File: src/rtl/lc3_ctrl_pkg.sv
// Shared definitions for the LC3 multicycle sequencer: state codes, control-word
// field positions, error codes and the memory-state predicate.
package lc3_ctrl_pkg;

  // state | meaning
  // 1  FETCH      instruction read, waits on complete
  // 2  DECODE     route on C_Control[5:4]
  // 3  EXECUTE    ALU operation
  // 4  CALC_PC    branch/jump target
  // 5  CALC_ADDR  effective address, route on memory op
  // 6  READ_MEM   data read, waits on complete
  // 7  IND_READ   pointer read for indirect modes
  // 8  WRITE_MEM  data write, waits on complete
  // 9  UPDATE_RF  register file writeback
  // 10 UPDATE_PC  PC update, instruction retires
  // 15 ERROR      timeout or illegal code, waits for err_clear
  typedef enum logic [3:0] {
    ST_FETCH     = 4'd1,
    ST_DECODE    = 4'd2,
    ST_EXECUTE   = 4'd3,
    ST_CALC_PC   = 4'd4,
    ST_CALC_ADDR = 4'd5,
    ST_READ_MEM  = 4'd6,
    ST_IND_READ  = 4'd7,
    ST_WRITE_MEM = 4'd8,
    ST_UPDATE_RF = 4'd9,
    ST_UPDATE_PC = 4'd10,
    ST_ERROR     = 4'd15
  } state_t;

  localparam int C_ROUTE_HI = 5;
  localparam int C_ROUTE_LO = 4;
  localparam int C_TGT_WB   = 3;
  localparam int C_MEMOP_HI = 2;
  localparam int C_MEMOP_LO = 1;
  localparam int C_IND      = 0;

  localparam logic [1:0] ERR_NONE    = 2'b00;
  localparam logic [1:0] ERR_ILLEGAL = 2'b01;
  localparam logic [1:0] ERR_TIMEOUT = 2'b10;

  function automatic logic is_mem_state(input state_t s);
    return (s == ST_FETCH) || (s == ST_READ_MEM) ||
           (s == ST_IND_READ) || (s == ST_WRITE_MEM);
  endfunction

endpackage

File: src/rtl/lc3_ctrl_fsm_wait_timer.sv
// Memory wait counter: clears on request, counts waiting cycles and flags the
// last allowed waiting cycle. Used only when LC3_CTRL_TIMEOUT_EN is defined.
module lc3_wait_timer #(
  parameter int TIMEOUT_CYCLES = 64
) (
  input  logic clock,
  input  logic reset,
  input  logic clear,
  input  logic inc,
  output logic expired
);
  localparam int W = (TIMEOUT_CYCLES > 2) ? $clog2(TIMEOUT_CYCLES) : 1;
  localparam logic [W-1:0] LAST = W'(TIMEOUT_CYCLES - 1);

  logic [W-1:0] wait_cnt;

  assign expired = (wait_cnt == LAST);

  // Saturate at LAST; the FSM leaves the memory state on that cycle anyway.
  always_ff @(posedge clock) begin
    if (reset || clear) begin
      wait_cnt <= '0;
    end else if (inc && !expired) begin
      wait_cnt <= wait_cnt + W'(1);
    end
  end
endmodule

File: src/rtl/lc3_ctrl_fsm.sv
// LC3 multicycle sequencer with memory strobes, retire counter and ERROR state.
// Define LC3_CTRL_TIMEOUT_EN to enable the memory-wait timeout.
module lc3_ctrl_fsm
  import lc3_ctrl_pkg::*;
#(
  parameter int TIMEOUT_CYCLES = 64,
  parameter int RETIRE_W       = 16
) (
  input  logic                clock,
  input  logic                reset,
  input  logic [5:0]          C_Control,
  input  logic                complete,
  input  logic                err_clear,
  output logic [3:0]          state,
  output logic                mem_req,
  output logic                mem_we,
  output logic                err,
  output logic [1:0]          err_code,
  output logic [RETIRE_W-1:0] retire_cnt
);
  state_t state_q;
  logic   in_mem;
  logic   timeout;

  if (TIMEOUT_CYCLES < 2 || TIMEOUT_CYCLES > 65535) begin : g_bad_timeout
    $error("lc3_ctrl_fsm: TIMEOUT_CYCLES out of range 2..65535");
  end

  assign in_mem  = is_mem_state(state_q);
  assign state   = state_q;
  assign mem_req = in_mem;
  assign mem_we  = (state_q == ST_WRITE_MEM);
  assign err     = (state_q == ST_ERROR);

`ifdef LC3_CTRL_TIMEOUT_EN
  // Held clear outside memory states, so every entry starts from zero.
  lc3_wait_timer #(.TIMEOUT_CYCLES(TIMEOUT_CYCLES)) u_wait_timer (
    .clock   (clock),
    .reset   (reset),
    .clear   (!in_mem || complete),
    .inc     (in_mem && !complete),
    .expired (timeout)
  );
`else
  assign timeout = 1'b0;
`endif

  always_ff @(posedge clock) begin
    if (reset) begin
      state_q    <= ST_FETCH;
      err_code   <= ERR_NONE;
      retire_cnt <= '0;
    end else begin
      case (state_q)
        ST_FETCH, ST_READ_MEM, ST_IND_READ, ST_WRITE_MEM: begin
          if (complete) begin
            case (state_q)
              ST_FETCH:    state_q <= ST_DECODE;
              ST_READ_MEM: state_q <= ST_UPDATE_RF;
              ST_IND_READ: state_q <= C_Control[C_IND] ? ST_READ_MEM : ST_WRITE_MEM;
              default:     state_q <= ST_UPDATE_PC;
            endcase
          end else if (timeout) begin
            state_q  <= ST_ERROR;
            err_code <= ERR_TIMEOUT;
          end
        end
        ST_DECODE: begin
          case (C_Control[C_ROUTE_HI:C_ROUTE_LO])
            2'b00:   state_q <= ST_EXECUTE;
            2'b01:   state_q <= ST_CALC_PC;
            default: state_q <= ST_CALC_ADDR;
          endcase
        end
        ST_EXECUTE: state_q <= ST_UPDATE_RF;
        ST_CALC_PC: state_q <= C_Control[C_TGT_WB] ? ST_UPDATE_RF : ST_UPDATE_PC;
        ST_CALC_ADDR: begin
          case (C_Control[C_MEMOP_HI:C_MEMOP_LO])
            2'b00:   state_q <= ST_IND_READ;
            2'b01:   state_q <= ST_READ_MEM;
            2'b10:   state_q <= ST_WRITE_MEM;
            default: state_q <= ST_UPDATE_RF;
          endcase
        end
        ST_UPDATE_RF: state_q <= ST_UPDATE_PC;
        ST_UPDATE_PC: begin
          state_q    <= ST_FETCH;
          retire_cnt <= retire_cnt + RETIRE_W'(1);
        end
        ST_ERROR: begin
          if (err_clear) begin
            state_q  <= ST_FETCH;
            err_code <= ERR_NONE;
          end
        end
        default: begin
          state_q  <= ST_ERROR;
          err_code <= ERR_ILLEGAL;
        end
      endcase
    end
  end
endmodule

File: config.mk
export PLATFORM = sky130hd
export DESIGN_NAME = lc3_ctrl_fsm
export DESIGN_NICKNAME = d
export VERILOG_FILES = /design/src/rtl/lc3_ctrl_pkg.sv /design/src/rtl/lc3_ctrl_fsm_wait_timer.sv /design/src/rtl/lc3_ctrl_fsm.sv
export SDC_FILE = /design/constraint.sdc
export NUM_CORES = 1
export LEC_CHECK = 0
export BUFFER_PORTS_ARGS = -buffer_cell sky130_fd_sc_hd__clkbuf_2
export CORE_MARGIN = 3
export CORE_UTILIZATION = 48
export DETAILED_ROUTE_END_ITERATION = 8
export GPL_ROUTABILITY_DRIVEN = 0
export MAX_ROUTING_LAYER = met4
export PLACE_DENSITY = 0.76
export SYNTH_ARGS = -nofsm -noshare
export SYNTH_HDL_FRONTEND = slang
export SYNTH_SLANG_ARGS = --single-unit
File: constraint.sdc
create_clock -name clock -period 2.64 [get_ports clock]
set_clock_uncertainty 0.15 [all_clocks]
set_input_delay 0.132 -clock clock [delete_from_list [all_inputs] [get_ports clock]]
set_output_delay 0.132 -clock clock [all_outputs]
set_load 0.01 [all_outputs]
**Yosys cells after proc, flatten, opt, wreduce, memory -nomap -nowiden**

Index checks and enable logic that the tools add are counted.

- Register bits: 22
- Logic and storage cells: 40
- Bits of input ports: 10
- Output and inout bits: 25

- Equal/unequal tests: 16
- Bitwise logic cells: 1
- Reductions and logical operators: 9
- Mux-type cells: 10
- $add $sub $neg: 1

Operator list:

| kind | count |
|---|---|
| $pmux 4 s8 | 1 |
| $pmux 4 s3 | 2 |
| $add 16x1->16 const B | 1 |
| $eq 4x3->1 const B | 4 |
| $eq 4x4->1 const B | 4 |
| $mux 4 | 3 |
| $reduce_or 10->1 | 1 |
| $eq 4x2->1 const B | 2 |
| $pmux 3 s2 | 1 |
| $eq 2x1->1 const B | 2 |
| $eq 4x1->1 const B | 1 |
| $logic_not 2->1 | 2 |
| $mux 2 | 2 |
| $ne 2x2->1 const B | 2 |
| $pmux 2 s2 | 1 |
| $reduce_and 2->1 | 2 |
| $reduce_or 4->1 | 1 |
| $logic_or 1x1->1 | 3 |
| $eq 2x2->1 const B | 1 |
| $not 1->1 | 1 |

**Longest topological paths before layout**

- Depth after elaboration: 4
- Depth in mapped cells: 6
- Mapped depth without buffers: 5

**Worst setup path before layout**

OpenSTA, ideal clock, no wires.

- Kind: register to register
- Start: register retire_cnt[2]
- End: register retire_cnt[12]
- Path buffers: 1
- Cell stages (with the launch flop): 6
- Data required time: 2,420 ps
- Setup time: 70 ps
- Setup slack: 884 ps
- Arrival time: 1,536 ps
- Period minus slack after synthesis: 1,756 ps
- Path through: dfxtp_1 > and4_4 > nand3_1 > buf_2 > or4_1 > a21oi_1

- Longest elaborated chain between the ends: 1

Ends and longest elaborated chain:

| what | line | source |
|---|---|---|
| from (decl) | lc3_ctrl_fsm.sv:19 | `output logic [RETIRE_W-1:0] retire_cnt` |
| from (signal assigned) | lc3_ctrl_fsm.sv:88 | `retire_cnt <= retire_cnt + RETIRE_W'(1);` |
| $add 16x1->16 | lc3_ctrl_fsm.sv:88 |  |

Every way passes these cells.
A chain may end at the register's enable or synchronous reset.

**Worst setup path in the final report**

- Start: register state_q[2], in the netlist state[2]
- End: register retire_cnt[12]

- Longest elaborated chain between the ends: 1

Ends and longest elaborated chain:

| what | line | source |
|---|---|---|
| from (decl) | lc3_ctrl_fsm.sv:21 | `state_t state_q;` |
| from (signal assigned) | lc3_ctrl_fsm.sv:60 | `ST_IND_READ: state_q <= C_Control[C_IND] ? ST_READ_MEM : ST_WRITE_MEM;` |
| from (signal assigned) | lc3_ctrl_fsm.sv:76 | `ST_CALC_PC: state_q <= C_Control[C_TGT_WB] ? ST_UPDATE_RF : ST_UPDATE_PC;` |
| $eq 4x4->1 | lc3_ctrl_fsm.sv:54 | `case (state_q)` |

Every way passes these cells.

==> key figures <==
Synthesis
  • Leading cell type by number of instances after synthesis: sky130_fd_sc_hd__dfxtp_1
  • Warnings, synthesis: 0
  • Proportion of synthesized flip-flops having asynchronous set or reset: 0%
  • Dominant cell type by area after synthesis: sky130_fd_sc_hd__dfxtp_1
  • Adder-Cell Fraction of Synth Area: 4.70%
  • Post-synth EDFFs: 0
  • Post-synthesis cell count: 167
  • Xor/xnor cell area share of the yosys netlist: 5.92%
  • Main combinational cell family by area after synthesis: simple AND/OR/NAND/NOR gates
  • Post-Synthesis Net Count: 182
  • Count of different cell masters after synthesis: 45
  • Largest cells by area after synthesis: sky130_fd_sc_hd__dfxtp_1 (32%), sky130_fd_sc_hd__a21oi_1 (5.3%), sky130_fd_sc_hd__xor2_1 (5.3%)
  • Compound-gate portion of the synthesized area: 22.0%
  • Proportion of synthesized area in mux cells: 0.752%
  • Area share of and/or/nand/nor cells after synthesis: 29.0%
  • Share of Yosys cell area claimed by the top area cell type: 31.6%
  • Post-synthesis instance area: 1330 sq um
  • Flops & latches, synth: 21
  • Register area share after synthesis: 31.6%
  • Most used flip-flop cell after synthesis: sky130_fd_sc_hd__dfxtp_1
  • Average instance area after synthesis: 7.97 sq um
  • Post-synth top cells: sky130_fd_sc_hd__dfxtp_1 (21), sky130_fd_sc_hd__a21oi_1 (14), sky130_fd_sc_hd__nor2_1 (14), sky130_fd_sc_hd__nand2_1 (13), sky130_fd_sc_hd__xor2_1 (8)

Power
  • Pwr dens: 745 nW/um^2
  • Fraction of power spent switching nets: 42.1%
  • Max VDD drop: 0.453 mV
  • Relative contribution of sequential cells to total power: 32.2%
  • Combinational share of power: 53.7%
  • Sw Pwr: 483 uW
  • Cell internal power dissipation: 665 uW
  • Clk pwr share: 14.1%
  • Leak: 0.000638 uW

Floorplanning
  • Std cell rows: 18
  • Num ports: 35
  • DIE WIDTH: 58.7 um
  • Area inside the core boundary: 2570 sq um
  • Die Ht: 58.7 um
  • Starting Density: 51.9%
  • Die Outline Area: 3440 sq um

Setup path
  • Crit path required time: 2730 ps
  • Category of the worst setup path launch point: flip-flop
  • Critical path arrival: 2130 ps
  • Class of the most critical setup path: reg2reg
  • Peak fanout along the critical path: 11
  • Critical path endpoint category: flip-flop

Timing
  • Fmax: 491 MHz
  • Final-report setup violation count: 0
  • Tcrit/Tclk final: 77.1%
  • Total negative slack for setup checks: 0 ps
  • Hold violation count in the final report: 0
  • Worst path setup slack after routing: 604 ps
  • Setup repair after global routing missed its margin: no
  • Final max-slew violation count: 0
  • Fin crit period: 2040 ps

CTS
  • Clock-pin slew on the worst setup and hold paths: 130 ps
  • Clock buffer count from CTS: 3
  • Post CTS Setup Buffer Count: 0
  • Clock latency at the later pin of the worst-skew pair: 320 ps
  • Number of H-tree levels: 1
  • Clock Sinks: 21
  • CTS tree: done
  • CTS Hold Buffers Added: 1
  • CTS max path bufs: 2
  • Post_cts resized: 0
  • Clk root buf: sky130_fd_sc_hd__clkbuf_4

Layout
  • Finished Layout Cells: 226
  • Number of nets in the layout: 212
  • Syn-to-layout area delta: 15.7%
  • Post-route standard cell area excluding fillers: 1540 sq um
  • # diodes: 0
  • Share of post-route cells with drive strength above 1: 23.0%

Route
  • Total Wirelength: 3080 um
  • Initial DRC count: 38
  • DRC violations left: 0
  • Detail-routed net length per standard cell: 13.6 um
  • Antenna violation net count after detailed routing: 0
  • Avg Vias per Cell: 5.99
  • Pre-Repair DR Iteration Count: 4
  • Vias: 1353

Placement
  • Placed Cells: 221
  • Port Buffers: 33
  • Setup slack at placement: 634 ps
  • Placed Area: 1500 sq um
  • Detailed placer's ending HPWL: 2230 um

GRT
  • Global-route wire length before repair: 4860 um
  • Maximum number of pins on one net before global-route repair: 25
  • Aggregate global-route resource usage: 18.4%
  • Gr ovfl total: 0
  • Vias in the first global route: 1121
  • Antenna violations before repair: 0

Min path
  • Worst hold-check path type: in2reg

Flow run
  • Number of maximum-capacitance violations: 0

Outcome
  • Status: finished, final reports clean
==> power groups by stage <==
stage	Clock (uW)	Sequential [uW]	Combinational, uW
after floorplan	0	402	426
after global placement	0	374	593
after detailed placement	0	376	608
after CTS	165	369	612
after global routing	179	373	677
final	162	370	616
==> cells by family after synthesis <==
family / Yosys count
compound gates: 44
xor+xnor: 9
fa+ha+maj: 5
buf+inv: 17
flops: 21
mux: 1
other cells: 1
simple gates: 69
==> final cells by class <==
type / count / area (sq um)
Clock inverter: 1 / 5.00
Tap cell: 30 / 37.5
Clock buffer: 3 / 22.5
Multi-Input combinational cell: 129 / 835
Fill cell: 246 / 1030
Timing Repair Buffer: 38 / 205
Sequential cell: 21 / 420
Inverter: 4 / 15.0
==> registers in the layout, indices dropped and copies added, names as in the netlist <==
| signal | cells |
|---|---|
| err_code | 1 |
| retire_cnt | 16 |
| state | 4 |
==> per-layer routing <==
layer  global-route usage (%)  up-vias  wire (um)
met1                     20.5      623       1320
met2                     33.0       44       1540
met3                     1.54        9        134
met4                     8.74        0         81
met5                        -        -          0
li1                         -      677          -
==> worst max-delay path: stages (launching register included) <==
cell                       delay [ps]
sky130_fd_sc_hd__dfxtp_1          330
sky130_fd_sc_hd__and4bb_1         520
sky130_fd_sc_hd__nand2_1          230
sky130_fd_sc_hd__or4_1            550
sky130_fd_sc_hd__a21oi_1          170
==> through the flow <==
stage	hold WS [ps]	total power, uW	util, %
final	71.5	1150	60.0
after global routing	69.2	1230	60.0
after CTS	56.3	1150	60.0
after detailed placement	227	985	58.5
after global placement	212	967	58.5
after floorplan	81.6	828	-
==> worst paths after layout <==
kind	cells past startpoint	end	slack, ps	startpoint
worst max-delay path	4	retire_cnt[12]$_SDFFE_PP0P_	600	state[2]$_SDFFE_PP0P_
worst min-delay path	3	state[1]$_SDFFE_PP0P_	70	complete
worst max register to register	4	retire_cnt[12]$_SDFFE_PP0P_	600	state[2]$_SDFFE_PP0P_
worst min register to register	2	retire_cnt[15]$_SDFFE_PP0P_	340	retire_cnt[15]$_SDFFE_PP0P_
==> layout by cell type (no fill, tap or decap), types with 2 or more instances in the layout <==
cell | synthesis | layout
sky130_fd_sc_hd__o2bb2ai_1 | 2 | 2
sky130_fd_sc_hd__a31oi_1 | 2 | 2
sky130_fd_sc_hd__xor2_1 | 8 | 8
sky130_fd_sc_hd__or3_1 | 4 | 4
sky130_fd_sc_hd__o21ai_0 | 6 | 6
sky130_fd_sc_hd__nand2b_1 | 5 | 5
sky130_fd_sc_hd__or4b_2 | 2 | 2
sky130_fd_sc_hd__nand3b_1 | 2 | 2
sky130_fd_sc_hd__clkbuf_4 | 0 | 3
sky130_fd_sc_hd__a211oi_1 | 3 | 3
sky130_fd_sc_hd__or4_1 | 4 | 4
sky130_fd_sc_hd__dfxtp_1 | 21 | 21
sky130_fd_sc_hd__buf_4 | 2 | 4
sky130_fd_sc_hd__o31ai_1 | 6 | 6
sky130_fd_sc_hd__nor2_1 | 14 | 14
sky130_fd_sc_hd__a21oi_1 | 14 | 14
sky130_fd_sc_hd__nand2_1 | 13 | 13
sky130_fd_sc_hd__inv_1 | 4 | 4
sky130_fd_sc_hd__nor3_1 | 2 | 2
sky130_fd_sc_hd__clkbuf_2 | 0 | 33
sky130_fd_sc_hd__ha_1 | 5 | 5
sky130_fd_sc_hd__nand4_1 | 5 | 5
sky130_fd_sc_hd__nor2b_1 | 3 | 3
sky130_fd_sc_hd__and3_1 | 2 | 2
sky130_fd_sc_hd__a221o_1 | 2 | 2
sky130_fd_sc_hd__nand3_1 | 7 | 7
(Power assumes the default switching activity.)
